### src/rtl/photo_sensor_conditioner.sv
// Purpose : synchronise and debounce the photo-interrupter pin; emit clean level, edge pulses, interruption count, stuck flag.
// Latency : a held level change first sampled on edge 0 reaches sensor_clean / pulse on edge DEBOUNCE_CYCLES+2.
// Backpressure: none; free-running conditioner, outputs are levels/pulses with no handshake.
//
// Ports:
//   clk, rst (async, active-high)
//   sensor_raw    : raw asynchronous sensor level, 1 = beam interrupted
//   clear         : synchronous clear of event_count and the stuck detector
//   sensor_clean  : debounced level
//   rise_pulse    : one cycle high when sensor_clean goes 0->1
//   fall_pulse    : one cycle high when sensor_clean goes 1->0
//   event_count   : saturating count of accepted rising edges
//   blocked_stuck : sensor_clean has been high for STUCK_CYCLES cycles
module photo_sensor_conditioner #(
    parameter int DEBOUNCE_CYCLES = 1000,
    parameter int CNT_WIDTH       = 16,
    parameter int STUCK_CYCLES    = 50000000
) (
    input  logic                 clk,
    input  logic                 rst,
    input  logic                 sensor_raw,
    input  logic                 clear,
    output logic                 sensor_clean,
    output logic                 rise_pulse,
    output logic                 fall_pulse,
    output logic [CNT_WIDTH-1:0] event_count,
    output logic                 blocked_stuck
);

    localparam int DB_W = $clog2(DEBOUNCE_CYCLES + 1);
    localparam int ST_W = $clog2(STUCK_CYCLES + 1);

    localparam logic [DB_W-1:0]      DB_MAX  = DB_W'(DEBOUNCE_CYCLES);
    localparam logic [DB_W-1:0]      DB_ONE  = DB_W'(1);
    localparam logic [ST_W-1:0]      ST_MAX  = ST_W'(STUCK_CYCLES);
    localparam logic [ST_W-1:0]      ST_ONE  = ST_W'(1);
    localparam logic [CNT_WIDTH-1:0] CNT_MAX = '1;
    localparam logic [CNT_WIDTH-1:0] CNT_ONE = CNT_WIDTH'(1);

    typedef enum logic [1:0] {
        IDLE_LOW  = 2'd0,
        CHK_HIGH  = 2'd1,
        IDLE_HIGH = 2'd2,
        CHK_LOW   = 2'd3
    } state_t;

    logic            s1;
    logic            s2;
    state_t          state;
    state_t          state_nxt;
    logic [DB_W-1:0] db_cnt;
    logic [DB_W-1:0] db_cnt_nxt;
    logic            clean_nxt;
    logic            rise_nxt;
    logic            fall_nxt;
    logic [ST_W-1:0] stuck_cnt;

    // Two-flop synchroniser; only s2 is safe to use.
    always_ff @(posedge clk or posedge rst) begin
        if (rst) begin
            s1 <= 1'b0;
            s2 <= 1'b0;
        end else begin
            s1 <= sensor_raw;
            s2 <= s1;
        end
    end

    always_ff @(posedge clk or posedge rst) begin
        if (rst) begin
            state        <= IDLE_LOW;
            db_cnt       <= '0;
            sensor_clean <= 1'b0;
            rise_pulse   <= 1'b0;
            fall_pulse   <= 1'b0;
        end else begin
            state        <= state_nxt;
            db_cnt       <= db_cnt_nxt;
            sensor_clean <= clean_nxt;
            rise_pulse   <= rise_nxt;
            fall_pulse   <= fall_nxt;
        end
    end

    // A change is accepted once s2 has disagreed with the clean level on
    // the entry sample plus DEBOUNCE_CYCLES further samples.
    always_comb begin
        state_nxt  = state;
        db_cnt_nxt = db_cnt;
        clean_nxt  = sensor_clean;
        rise_nxt   = 1'b0;
        fall_nxt   = 1'b0;
        case (state)
            IDLE_LOW: begin
                if (s2) begin
                    state_nxt  = CHK_HIGH;
                    db_cnt_nxt = DB_ONE;
                end
            end
            CHK_HIGH: begin
                if (!s2) begin
                    state_nxt  = IDLE_LOW;
                    db_cnt_nxt = '0;
                end else if (db_cnt == DB_MAX) begin
                    state_nxt  = IDLE_HIGH;
                    db_cnt_nxt = '0;
                    clean_nxt  = 1'b1;
                    rise_nxt   = 1'b1;
                end else begin
                    db_cnt_nxt = db_cnt + DB_ONE;
                end
            end
            IDLE_HIGH: begin
                if (!s2) begin
                    state_nxt  = CHK_LOW;
                    db_cnt_nxt = DB_ONE;
                end
            end
            CHK_LOW: begin
                if (s2) begin
                    state_nxt  = IDLE_HIGH;
                    db_cnt_nxt = '0;
                end else if (db_cnt == DB_MAX) begin
                    state_nxt  = IDLE_LOW;
                    db_cnt_nxt = '0;
                    clean_nxt  = 1'b0;
                    fall_nxt   = 1'b1;
                end else begin
                    db_cnt_nxt = db_cnt + DB_ONE;
                end
            end
            default: begin
                state_nxt  = IDLE_LOW;
                db_cnt_nxt = '0;
            end
        endcase
    end

    // Counts the registered rise_pulse, so a clear seen while the pulse is
    // high wins and that edge is dropped.
    always_ff @(posedge clk or posedge rst) begin
        if (rst) begin
            event_count <= '0;
        end else if (clear) begin
            event_count <= '0;
        end else if (rise_pulse && (event_count != CNT_MAX)) begin
            event_count <= event_count + CNT_ONE;
        end
    end

    // Stuck detector also drops on the accepting fall edge, so blocked_stuck
    // is never high while sensor_clean is low.
    always_ff @(posedge clk or posedge rst) begin
        if (rst) begin
            stuck_cnt     <= '0;
            blocked_stuck <= 1'b0;
        end else if (clear || !sensor_clean || fall_nxt) begin
            stuck_cnt     <= '0;
            blocked_stuck <= 1'b0;
        end else if (stuck_cnt != ST_MAX) begin
            stuck_cnt     <= stuck_cnt + ST_ONE;
            blocked_stuck <= (stuck_cnt == (ST_MAX - ST_ONE));
        end
    end

endmodule

### config.mk
export PLATFORM = sky130hd
export DESIGN_NAME = photo_sensor_conditioner
export DESIGN_NICKNAME = d
export VERILOG_FILES = /design/src/rtl/photo_sensor_conditioner.sv
export SDC_FILE = /design/constraint.sdc
export NUM_CORES = 1
export LEC_CHECK = 0
export ABC_AREA = 1
export BUFFER_PORTS_ARGS = -buffer_cell sky130_fd_sc_hd__buf_2
export CORE_MARGIN = 2
export CORE_UTILIZATION = 48
export DETAILED_ROUTE_END_ITERATION = 6
export PLACE_DENSITY = 0.68
export SLEW_MARGIN = 40
export SYNTH_ARGS = -nofsm -noshare
export SYNTH_HDL_FRONTEND = slang
export SYNTH_SLANG_ARGS = --single-unit
### constraint.sdc
create_clock -name clk -period 1.9 [get_ports clk]
set_clock_uncertainty 0.1 [all_clocks]
set_input_delay 0.19 -clock clk [delete_from_list [all_inputs] [get_ports clk]]
set_output_delay 0.19 -clock clk [all_outputs]
set_load 0.05 [all_outputs]
Yosys cells after proc, flatten, opt, wreduce, memory -nomap -nowiden

Cells that the tools add are included.

Memories kept: 0
Input port bits: 4
Bits in latches: 0
Word-level logic and storage cells: 68
Output and inout bits: 20
Bits in read-only memories: 0
Bits in registers: 60
RAM bits: 0

Div/mod/pow operators: 0
Bitwise gates (word level): 0
Eq/ne operators: 15
Order comparisons: 0
Mux-type cells: 29
Shift-type cells: 0
Add/subtract/negate cells: 3
$mul: 0
Reduce and logical (&&, ||, !) cells: 11

Operators by type and width:

| kind                                                 | count |
|---|---|
| 2-to-1 mux 26 bit                                    | 2 |
| 2-to-1 mux 10 bit                                    | 5 |
| case mux 10 bit (4 select lines)                     | 1 |
| 2-to-1 mux 16 bit                                    | 2 |
| adder 26 x 1 -> 26 bit (second input constant)       | 1 |
| equality test 26 bit (second input constant)         | 1 |
| inequality test 26 bit (second input constant)       | 1 |
| adder 16 x 1 -> 16 bit (second input constant)       | 1 |
| inequality test 16 bit (second input constant)       | 1 |
| 2-to-1 mux 2 bit                                     | 6 |
| inequality test 2 bit (second input constant)        | 6 |
| 2-to-1 mux 1 bit                                     | 11 |
| adder 10 x 1 -> 10 bit (second input constant)       | 1 |
| equality test 10 bit (second input constant)         | 1 |
| case mux 2 bit (4 select lines)                      | 1 |
| inequality test 3 bit (second input constant)        | 2 |
| nonzero test 2 bit                                   | 3 |
| AND reduction 5 bit                                  | 1 |
| equality test 2 bit (second input constant)          | 2 |
| AND reduction 4 bit                                  | 1 |
| equality test 2 x 1 -> 1 bit (second input constant) | 1 |
| zero test 2 bit                                      | 1 |
| logical OR 1 bit                                     | 2 |
| case mux 1 bit (2 select lines)                      | 1 |
| other kinds (3)                                      | 3 |

Depth between registers and ports, before layout

Word-level depth: 6
Mapped depth: 11
Depth with buffers taken out: 11

Worst setup path after synthesis

OpenSTA, ideal clock, no wires.

Kind: reg-to-reg
Start point: register event_count[0]
End point: register event_count[2]
Clock period less this slack: 2.021 ns
Setup time: 0.066 ns
Path slack: -0.121 ns
Data required time: 1.734 ns
Cell stages (with the launch flop): 11
Arrival time: 1.854 ns
Buffers on the path: 1
Cells stage by stage: dfrtp_1 -> ha_1 -> nand3_2 -> inv_2 -> nand2_1 -> nor2_4 -> nor2_4 -> nor2_4 -> buf_6 -> nand2_1 -> nand2_1

Word-level cells in the longest chain between the ends: 3
Elaborated cells on any way between the ends: 6
Those cells by class: add/sub (1); eq/ne (1); mux (2); reduce/logical (2)

RTL lines:

| item                                                             | line     | text |
|---|---|---|
| from (decl)                                                      | 26       | `output logic [CNT_WIDTH-1:0] event_count,` |
| from (signal assigned)                                           | 147      | `event_count <= event_count + CNT_ONE;` |
| adder 16 x 1 -> 16 bit or inequality test 16 bit (tied branches) | 147, 146 |  |
| 2-to-1 mux 16 bit or logical AND 1 bit (tied branches)           | 146      | `end else if (rise_pulse && (event_count != CNT_MAX)) begin` |
| 2-to-1 mux 16 bit or nonzero test 2 bit (tied branches)          | n/a      |  |

Parallel ways exist; a longest one is shown, timed or not. The select of a mux whose other input is x is not followed.
A chain may end at the register's enable or synchronous reset.

Worst setup path in the final report

Start point: register db_cnt[0]
End point: register stuck_cnt[0]

Word-level cells in the longest chain between the ends: 6
Elaborated cells on any way between the ends: 7
Those cells by class: eq/ne (1); mux (4); reduce/logical (2)

RTL lines:

| item                                                    | line | text |
|---|---|---|
| from (decl)                                             | 51   | `logic [DB_W-1:0] db_cnt;` |
| from (signal assigned)                                  | 78   | `db_cnt <= db_cnt_nxt;` |
| equality test 10 bit (*)                                | 123  | `end else if (db_cnt == DB_MAX) begin` |
| 2-to-1 mux 1 bit (*)                                    | 123  |  |
| 2-to-1 mux 1 bit (*)                                    | 120  | `if (s2) begin` |
| 2-to-1 mux 1 bit (*)                                    | 93   | `case (state)` |
| logical OR 1 bit (*)                                    | 157  | `end else if (clear \|\| !sensor_clean \|\| fall_nxt) begin` |
| 2-to-1 mux 26 bit or nonzero test 2 bit (tied branches) | n/a  |  |
| to (signal assigned)                                    | 161  | `stuck_cnt <= stuck_cnt + ST_ONE;` |
| to (decl)                                               | 56   | `logic [ST_W-1:0] stuck_cnt;` |

Every way passes the cells marked *; elsewhere a longest branch is shown, timed or not.

==> impl_metrics.env <==
export IMPL_outcome="completed"
export IMPL_grt_usage_pct=22.0
export IMPL_vias=3291
export IMPL_cts_buffer_depth=2
export IMPL_worstPathRequired_ns=2.01
export IMPL_power_leakage_uw=0.00191
export IMPL_r2r_start="db_cnt[0]"
export IMPL_fp_row_count=31
export IMPL_synth_most_common_cell="nand2_1"
export IMPL_synth_area_mm2=0.00351
export IMPL_fin_util_pct=57.9
export IMPL_path_max_fanout=5
export IMPL_hold_ws_ns=0.201
export IMPL_fin_crit_ns=1.75
export IMPL_die_y_um=89.6
export IMPL_clkSlewWorstSetupHoldPaths_ns=0.07
export IMPL_ys_warn_count=0
export IMPL_synth_ff_latch_count=60
export IMPL_synth_top_area_cell="dfrtp_1"
export IMPL_fmax_ghz=0.572
export IMPL_syn_nets=515
export IMPL_final_antenna_net_count=0
export IMPL_clk_latency_ns=0.33
export IMPL_cts_root_buf="clkbuf_8"
export IMPL_synthTopCellsByCount="nand2_1 (157), nor2_1 (107), dfrtp_1 (60), inv_1 (57), nand3_1 (26)"
export IMPL_antenna_found_initial=0
export IMPL_maxCapViolations=0
export IMPL_cts_sink_count=60
export IMPL_gp_congestion=0.903
export IMPL_vias_per_cell=5.02
export IMPL_chipWidth_um=89.6
export IMPL_min_period_over_period_pct=92.0
export IMPL_synth_seq_area_share_pct=42.7
export IMPL_synthDominantCellAreaShare_pct=42.7
export IMPL_pre_cts_slack_ns=0.0503
export IMPL_route_detailed_drc=0
export IMPL_final_hold_violation_count=0
export IMPL_dieArea_mm2=0.00802
export IMPL_crit_start="db_cnt[0]"
export IMPL_cp_start_kind="register"
export IMPL_dpl_hpwl_um=5710
export IMPL_cts_made_buffers=9
export IMPL_hold_class="in -> reg"
export IMPL_maxSlewHeadroom_pct=63.6
export IMPL_syn2layout_area_growth_pct=18.2
export IMPL_setup_viol=0
export IMPL_crit_end="stuck_cnt[0]"
export IMPL_grt_max_degree=61
export IMPL_initial_core_util_pct=49.0
export IMPL_drt_iter0_drc=199
export IMPL_htree_levels=3
export IMPL_async_reset_ff_share_pct=100
export IMPL_power_density_mw_per_mm2=749
export IMPL_grt_pass1_vias=3084
export IMPL_cp_end_kind="register"
export IMPL_irDropWorstVdd_uv=459
export IMPL_crit_type="reg -> reg"
export IMPL_reg2reg_to="stuck_cnt[0]"
export IMPL_drt_wl_total_um=8060
export IMPL_dr_pass1_iters=4
export IMPL_reg2reg_depth=9
export IMPL_synth_cells=506
export IMPL_wl_per_cell_um=12.3
export IMPL_cp_arrival_ns=1.86
export IMPL_nets=560
export IMPL_synth_edff_count=0
export IMPL_synth_area_leaders="dfrtp_1 (43%), nand2_1 (17%), nor2_1 (11%)"
export IMPL_port_buffer_count=23
export IMPL_grt_ovfl_total=0
export IMPL_nFillCells=678
export IMPL_synth_main_ff_cell="dfrtp_1"
export IMPL_synth_area_per_cell_um2=6.94
export IMPL_rrSetupSlack_ns=0.15
export IMPL_design_core_area_mm2=0.00718
export IMPL_antenna_cells=0
export IMPL_finalMaxSlewViolations=0
export IMPL_ys_types=26
export IMPL_worst_pin_slew_ns=0.545
export IMPL_tritoncts="yes"
export IMPL_grt_pass1_wl_um=13800
export IMPL_io_pins=24
export IMPL_setup_slack_ns=0.153
export IMPL_layout_drive_gt1_share_pct=13.5
==> cell type report <==
type / instances / area, um2 / share of cell area [%]
multi-input cells: 382 / 1780 / 42.9
clock buffers: 10 / 138 / 3.32
inverters: 59 / 225 / 5.42
well taps: 99 / 124 / 2.98
repair buffers: 38 / 262 / 6.30
flip-flops and latches: 60 / 1500 / 36.2
clock inverters: 6 / 111 / 2.68
repair inverters: 1 / 7.51 / 0.181
==> worst min-delay path by stage <==
| stage | start | end | slack, ns | cells after the start |
|---|---|---|---|---|
| 3_5_place_dp | rst | stuck_cnt[1] | 0.18 | 3 |
| 2_1_floorplan | sensor_raw | s1 | 0.12 | 0 |
| 4_1_cts | clear | event_count[0] | 0.11 | 4 |
| 5_1_grt | clear | event_count[7] | 0.21 | 5 |
| 6_report | clear | event_count[1] | 0.20 | 5 |
| 3_3_place_gp | rst | stuck_cnt[1] | 0.18 | 3 |
==> critical path: stages, from the launching register on <==
cell        delay, ns
dfrtp_1          0.39
inv_1            0.11
ha_1             0.15
nand2_1          0.04
nor2_1           0.17
nand4_1          0.19
nand2_4          0.16
clkinvlp_4       0.17
nand2_1          0.10
nor2_1           0.04
==> power by group <==
group	internal [uW]	total [uW]	switching [uW]
clock network	907	1410	508
registers	1320	1360	36.0
logic	116	338	222
==> flip-flops by register name (all words and copies together) (netlist names), named ones only <==
register,flops
blocked_stuck,1
db_cnt,10
event_count,16
fall_pulse,1
rise_pulse,1
s1,1
s2,1
sensor_clean,1
state,1
stuck_cnt,26
==> stage by stage <==
stage / std cells / total power, uW / setup TNS (ns) / area [um2]
floorplan: 506 / 1580 / -0.0137 / 3520
global placement: 633 / 1680 / 0 / 3810
detailed placement: 633 / 1690 / 0 / 3810
CTS: 651 / 3130 / 0 / 4080
global route: 655 / 3280 / -0.00652 / 4150
finish: 655 / 3110 / 0 / 4150
==> placed cells by master, fill, tap and decap left out, types with 2 or more instances in the layout <==
cell and instances:
bufinv_16 3, dfrtp_2 2, nor2_4 5, nand2_1 156, buf_12 2, o22ai_1 5, inv_1 54, buf_2 23
o21ai_0 10, clkbuf_8 10, nor2_2 2, nand3_1 26, a21oi_1 6, or2_2 4, nor3_1 10, inv_2 4
ha_1 4, nor2_1 105, dlygate4sd3_1 2, dfrtp_1 58, xnor2_1 5, xor2_1 7, nand3b_1 5, o21bai_1 4
clkinvlp_4 3, nand4_1 23, buf_4 10
==> timing repair <==
item / CTS / global route
setup buffers: 0 / 3
hold endpoints to repair: 61 / 0
hold buffers: 2 / 0
setup endpoints to repair: 0 / 27
resized for setup: 0 / 11
==> kinds of logic after synthesis <==
group           after synthesis  synth area share (%)
compound gates               26                  4.20
xor+xnor                     12                  2.99
fa+ha+maj                     5                  1.78
buf+inv                      64                  7.16
flops                        60                  42.7
simple gates                339                  41.1
==> per-layer routing <==
metal	vias up	global-route usage, %	routed length (um)
met5	-	0	0
met1	1550	29.7	3890
met3	6	3.42	275
li1	1685	-	-
met2	50	35.4	3820
met4	0	8.82	76
Note: power is estimated with default switching activity, not from simulation.
